File: src/rtl/charbuf_pkg.sv
// Shared constants for the screen character buffer: geometry, fill code and FSM encoding.
package charbuf_pkg;

  localparam int COLS        = 80;
  localparam int ROWS        = 25;
  localparam int ADDR_W      = 11;
  localparam int SCREEN_SIZE = COLS * ROWS;

  localparam logic [7:0] FILL_CHAR = 8'h20;

  localparam logic [1:0] ST_IDLE  = 2'd0;
  localparam logic [1:0] ST_CLEAR = 2'd1;
  localparam logic [1:0] ST_LINE  = 2'd2;

endpackage

File: src/rtl/charbuf_fill_counter.sv
// Loadable address counter for the fill engine; done flags that the end address is current.
module charbuf_fill_counter
  import charbuf_pkg::*;
(
  input  logic              clk,
  input  logic              clr_n,
  input  logic              load,
  input  logic [ADDR_W-1:0] load_val,
  input  logic [ADDR_W-1:0] end_val,
  input  logic              advance,
  output logic [ADDR_W-1:0] count,
  output logic              done
);

  logic [ADDR_W-1:0] end_addr;

  always_ff @(posedge clk) begin
    if (!clr_n) begin
      count    <= '0;
      end_addr <= '0;
    end else if (load) begin
      count    <= load_val;
      end_addr <= end_val;
    end else if (advance) begin
      count <= count + 1'b1;
    end
  end

  assign done = (count == end_addr);

endmodule

File: src/rtl/char_buffer_arbiter.sv
// Screen RAM port arbiter: video fetch > fill engine > host write, one access per cycle.
// Optional row clear (LINE state, clr_line/clr_row) is built only with CHARBUF_LINE_CLEAR_EN.
//
// state    | meaning
// ST_IDLE  | no fill running; host writes may be accepted
// ST_CLEAR | writing FILL_CHAR over the whole screen, stalls on vid_req
// ST_LINE  | writing FILL_CHAR over one row (CHARBUF_LINE_CLEAR_EN only)
module char_buffer_arbiter
  import charbuf_pkg::*;
(
  input  logic              clk,
  input  logic              clr_n,
  input  logic              vid_req,
  input  logic [ADDR_W-1:0] vid_addr,
  output logic [7:0]        vid_data,
  output logic              vid_valid,
  input  logic              wr_valid,
  output logic              wr_ready,
  input  logic [ADDR_W-1:0] wr_addr,
  input  logic [7:0]        wr_data,
  output logic              wr_err,
  input  logic              clr_start,
  input  logic              clr_line,
  input  logic [4:0]        clr_row,
  output logic              clr_busy,
  output logic [ADDR_W-1:0] mem_addr,
  output logic              mem_we,
  output logic [7:0]        mem_wdata,
  input  logic [7:0]        mem_rdata
);

  localparam logic [ADDR_W-1:0] SCREEN_END = ADDR_W'(SCREEN_SIZE - 1);
  localparam logic [ADDR_W-1:0] SCREEN_LEN = ADDR_W'(SCREEN_SIZE);

  if ((2 ** ADDR_W) < SCREEN_SIZE) begin : g_addr_check
    $error("ADDR_W too small for COLS*ROWS");
  end

  logic [1:0]        state, next_state;
  logic              cnt_load, cnt_done;
  logic [ADDR_W-1:0] cnt_load_val, cnt_end_val, fill_addr;
  logic              fill_active, wr_fire, wr_in_range;

  assign fill_active = (state != ST_IDLE);
  assign clr_busy    = fill_active;
  assign wr_ready    = clr_n & ~vid_req & ~fill_active & ~clr_start;
  assign wr_fire     = wr_valid & wr_ready;
  assign wr_in_range = (wr_addr < SCREEN_LEN);

`ifdef CHARBUF_LINE_CLEAR_EN
  localparam logic [4:0] ROWS_R = 5'(ROWS);
  logic [ADDR_W-1:0] line_base;
  assign line_base = ADDR_W'(clr_row) * ADDR_W'(COLS);
`else
  logic unused_line_req;
  assign unused_line_req = ^{clr_line, clr_row};
`endif

  always_comb begin
    next_state   = state;
    cnt_load     = 1'b0;
    cnt_load_val = '0;
    cnt_end_val  = SCREEN_END;
    case (state)
      ST_IDLE: begin
        if (clr_start) begin
          next_state = ST_CLEAR;
          cnt_load   = 1'b1;
        end
`ifdef CHARBUF_LINE_CLEAR_EN
        else if (clr_line && (clr_row < ROWS_R)) begin
          next_state   = ST_LINE;
          cnt_load     = 1'b1;
          cnt_load_val = line_base;
          cnt_end_val  = line_base + ADDR_W'(COLS - 1);
        end
`endif
      end
      ST_CLEAR: if (!vid_req && cnt_done) next_state = ST_IDLE;
`ifdef CHARBUF_LINE_CLEAR_EN
      ST_LINE:  if (!vid_req && cnt_done) next_state = ST_IDLE;
`endif
      default:  next_state = ST_IDLE;
    endcase
  end

  charbuf_fill_counter u_fill_counter (
    .clk      (clk),
    .clr_n    (clr_n),
    .load     (cnt_load),
    .load_val (cnt_load_val),
    .end_val  (cnt_end_val),
    .advance  (fill_active & ~vid_req),
    .count    (fill_addr),
    .done     (cnt_done)
  );

  // RAM port is driven combinationally so the synchronous RAM returns video data one cycle later.
  always_comb begin
    mem_addr  = '0;
    mem_we    = 1'b0;
    mem_wdata = '0;
    if (clr_n) begin
      if (vid_req) begin
        mem_addr = vid_addr;
      end else if (fill_active) begin
        mem_addr  = fill_addr;
        mem_we    = 1'b1;
        mem_wdata = FILL_CHAR;
      end else if (wr_fire) begin
        mem_addr  = wr_addr;
        mem_we    = wr_in_range;
        mem_wdata = wr_data;
      end
    end
  end

  always_ff @(posedge clk) begin
    if (!clr_n) begin
      state     <= ST_IDLE;
      vid_valid <= 1'b0;
      wr_err    <= 1'b0;
    end else begin
      state     <= next_state;
      vid_valid <= vid_req;
      wr_err    <= wr_fire & ~wr_in_range;
    end
  end

  assign vid_data = vid_valid ? mem_rdata : 8'h00;

endmodule

File: config.mk
export PLATFORM = sky130hd
export DESIGN_NAME = char_buffer_arbiter
export DESIGN_NICKNAME = d
export VERILOG_FILES = /design/src/rtl/charbuf_pkg.sv /design/src/rtl/charbuf_fill_counter.sv /design/src/rtl/char_buffer_arbiter.sv
export SDC_FILE = /design/constraint.sdc
export NUM_CORES = 1
export LEC_CHECK = 0
export BUFFER_PORTS_ARGS = -buffer_cell sky130_fd_sc_hd__clkbuf_2
export CAP_MARGIN = 20
export CORE_ASPECT_RATIO = 1.75
export CORE_MARGIN = 4
export CORE_UTILIZATION = 35
export DETAILED_ROUTE_END_ITERATION = 16
export PLACE_DENSITY = 0.75
export SLEW_MARGIN = 20
export SYNTH_ARGS = -nofsm -noshare
export SYNTH_HDL_FRONTEND = slang
export SYNTH_SLANG_ARGS = --single-unit
File: constraint.sdc
create_clock -name clk -period 1.17 [get_ports clk]
set_input_delay 0.0585 -clock clk [delete_from_list [all_inputs] [get_ports clk]]
set_output_delay 0.0585 -clock clk [all_outputs]
set_load 0.02 [all_outputs]
==> summary.md <==
| Metric | Value |
|---|---|
| Seq cells post-synth | `15` |
| Clock tree root buffer cell | `clkbuf_8` |
| Net total in the final layout | `276` |
| Endpoint class of the critical path | `output port` |
| CTS Hold Buffers Added | `0` |
| Clock-pin slew on the worst setup and hold paths | `60 ps` |
| Max capacitance violation total | `0` |
| Leading register cell type out of synthesis | `dfxtp_1` |
| Worst slew margin relative to its limit | `70.4%` |
| R2R depth | `5` |
| Number of distinct library cells after synthesis | `32` |
| Psw | `0.402 mW` |
| Share of flip-flops with an asynchronous set or reset | `0%` |
| Global Route Usage Sum | `20.6%` |
| Pin count of the biggest net entering global routing | `13` |
| Destination of the worst register-to-register timing path | `u_fill_counter.count[4]$_SDFFE_PP0P_` |
| Leakage power of the design | `0.980 nW` |
| Number of nets still failing antenna checks after routing | `0` |
| Fraction of the yosys area taken by sequential cells | `29.5%` |
| Number of rows created at floorplan | `25` |
| Detailed-router iteration count before antenna repair | `10` |
| Post-Syn Nets | `175` |
| Worst Path Arrival | `1600 ps` |
| Total count of hold-check failures in the final report | `0` |
| Largest driver fanout on the critical path | `6` |
| Avg Vias per Cell | `5.77` |
| I/O pins | `81` |
| Leading cell type in the layout, fill and taps excluded | `clkbuf_2` |
| Commonest cells after routing, fill and taps aside | `clkbuf_2 (53), buf_4 (21), clkbuf_8 (15), inv_1 (13), a222oi_1 (11)` |
| Worst Path Class, Setup | `flop to output port` |
| Cell area after synthesis | `1020 um2` |
| Sequential group share of total power | `38.2%` |
| Count of H-tree levels built during CTS | `1` |
| Number of enable flip-flop cells after synthesis | `0` |
| Die width | `48.8 um` |
| Post-synthesis cell count | `125` |
| Routed vias | `1454` |
| Setup TNS after final layout | `-7610 ps` |
| Max frequency | `602 MHz` |
| Worst hold slack | `178 ps` |
| Worst min path class | `input pin to flop` |
| Half-perimeter wire length after detailed placement | `2.83 mm` |
| Capturing element of the worst setup path | `mem_addr[0]` |
| Remaining design rule violation count | `0` |
| Via count of the first global-routing pass | `1353` |
| Antenna violations before repair | `0` |
| Fin cells | `252` |
| First-pass GRT wire length | `6.42 mm` |
| Beginning of the worst register-to-register path | `state[0]$_SDFFE_PN0P_` |
| Worst-case setup margin in the final layout | `-490 ps` |
| Clock share of power | `30.4%` |
| CTS Buf Count | `3` |
| Worst Hold Path Cells | `3` |
| Clock latency at the later pin of the worst-skew pair | `250 ps` |
| TritonCTS clock tree | `built` |
| Final critical-path required period | `1660 ps` |
| Failing checks | `setup timing` |
| Share of final-layout standard cells stronger than drive strength 1 | `64.0%` |
| Required time at the worst-slack endpoint | `1110 ps` |
| Instance count after placement with tap cells included | `241` |
| Synthesis warning total | `0` |
| Routed wire length | `4.74 mm` |
| Portion of the clock cycle consumed by the worst path in the final layout | `142%` |
| Power per Cell Area | `691 nW/um2` |
| Total global routing overflow | `0` |
| Number of violations reported at the end of detailed-routing iteration 0 | `113` |
| Final GP Congestion | `0.754` |
| Worst reg2reg setup slack | `-260 ps` |
| Crit start category | `flop` |
| Max Buffers Root-to-Sink | `2` |
| Area enclosed by the die boundary | `3870 um2` |
| Max-slew violations | `0` |
| Number of port buffers | `74` |
| Area of the core | `2750 um2` |
| Run status | `finished with violations` |
| Critical path launch point | `state[0]$_SDFFE_PN0P_` |
| Area growth from synthesis to layout | `97.3%` |
| Final clock skew | `3.33 ps` |
| Average wire per cell in the routed design | `18.8 um` |
| Slew at the pin closest to its max-slew limit | `444 ps` |
| RSZ-0062 raised after global routing | `true` |
| Vertical die dimension | `79.4 um` |
| Internal power of the cells | `0.987 mW` |
| Mean cell area of the mapped netlist | `8.15 um2` |
| Initial core utilization | `37.0%` |
| Final setup violation count | `33` |
| Switching share of power | `29.0%` |
| Antenna cell count | `0` |
| IR Drop Worst-Case VDD | `672 uV` |
| Fraction of power consumed by combinational cells | `31.4%` |
| Count of clock tree sinks | `15` |
what timing repair did:
item                                    4_1_cts  5_1_grt
resized for setup                            49       35
cloned                                        2        0
pin swaps                                    21       17
endpoints found under the setup margin       27       33
setup buffers                                 3        3
through the flow:
| step | util (%) | power, mW | area, um2 | setup slack (ps) |
|---|---|---|---|---|
| floorplan | - | 0.712 | 1060 | -147 |
| global placement | 57.9 | 0.883 | 1590 | -146 |
| detailed placement | 57.9 | 0.886 | 1590 | -162 |
| CTS | 68.0 | 1.34 | 1870 | -396 |
| global route | 73.0 | 1.43 | 2010 | -544 |
| finish | 73.0 | 1.39 | 2010 | -490 |
cells in the mapped netlist (2+ instances only):
library cell  instances  area share (%)
buf_2                 3             1.5
nor3_1                5             2.5
nand2_1               2            0.74
nor4_1                2             1.2
nand3_1               3             1.5
and2_1               17              10
nand4_1               4             2.5
inv_1                13             4.8
a21oi_1               5             2.5
xnor2_1               5             4.3
xor2_1                2             1.7
nor2_1               13             4.8
o21ai_0               4             2.0
dfxtp_1              15              29
a222oi_1             11              11
or3_1                 3             1.8
buf_6                 3             3.3
cells by family (layout without fill, tap and decap cells):
kind of cell / after synthesis / in the layout / share of synthesized area, %
DFF: 15 / 15 / 29.5
xor gates and xnor gates: 7 / 7 / 6.02
muxes: 1 / 1 / 0.983
and+or+nand+nor: 57 / 58 / 34.0
AOI/OAI and AO/OA: 24 / 24 / 18.2
adders and majority gates: 1 / 1 / 1.23
buffers and inverters: 20 / 119 / 10.1
routing by layer:
layer / wire [um] / GRT usage [%] / vias to the layer above / part of all wire, %
li1: - / - / 651 / -
met1: 1630 / 20.9 / 671 / 34
met2: 2430 / 39.9 / 114 / 51
met3: 470 / 4.50 / 18 / 9.9
met4: 197 / 7.28 / 0 / 4.2
met5: 0 / 0 / - / 0
power by group through the flow:
stage	clock (mW)	combinational (mW)	sequential (mW)
6_report	0.422	0.436	0.530
5_1_grt	0.440	0.462	0.531
4_1_cts	0.422	0.389	0.532
3_5_place_dp	0	0.341	0.545
3_3_place_gp	0	0.339	0.544
2_1_floorplan	0	0.167	0.545
final cells by class:
cell class,instances,area [um2]
Timing Repair Buffer,102,806
Inverter,13,48.8
Tap cell,27,33.8
Sequential cell,15,319
Multi-Input combinational cell,91,757
Clock buffer,4,45.0
Fill cell,177,743
flip-flops by register name, summed over array words and instances (netlist names):
| register | count |
|---|---|
| u_fill_counter.count | 11 |
| state | 1 |
| u_fill_counter.end_addr | 1 |
| vid_valid | 1 |
| wr_err | 1 |
how the worst min path moves through the flow:
| stage | end | startpoint |
|---|---|---|
| 6_report | wr_err$_SDFF_PN0_ | wr_addr[9] |
| 3_5_place_dp | wr_err$_SDFF_PN0_ | wr_addr[9] |
| 2_1_floorplan | u_fill_counter.end_addr[0]$_SDFFE_PN0P_ | clr_n |
| 3_3_place_gp | wr_err$_SDFF_PN0_ | wr_addr[9] |
| 4_1_cts | wr_err$_SDFF_PN0_ | wr_addr[9] |
| 5_1_grt | wr_err$_SDFF_PN0_ | wr_addr[9] |
critical path, cell delays in order, from the launching register on:
cell	delay [ps]
dfxtp_4	360
nor2b_4	140
and2_4	160
a222oi_1	380
inv_1	140
clkbuf_8	180
Power figures use the tool's default switching activity.
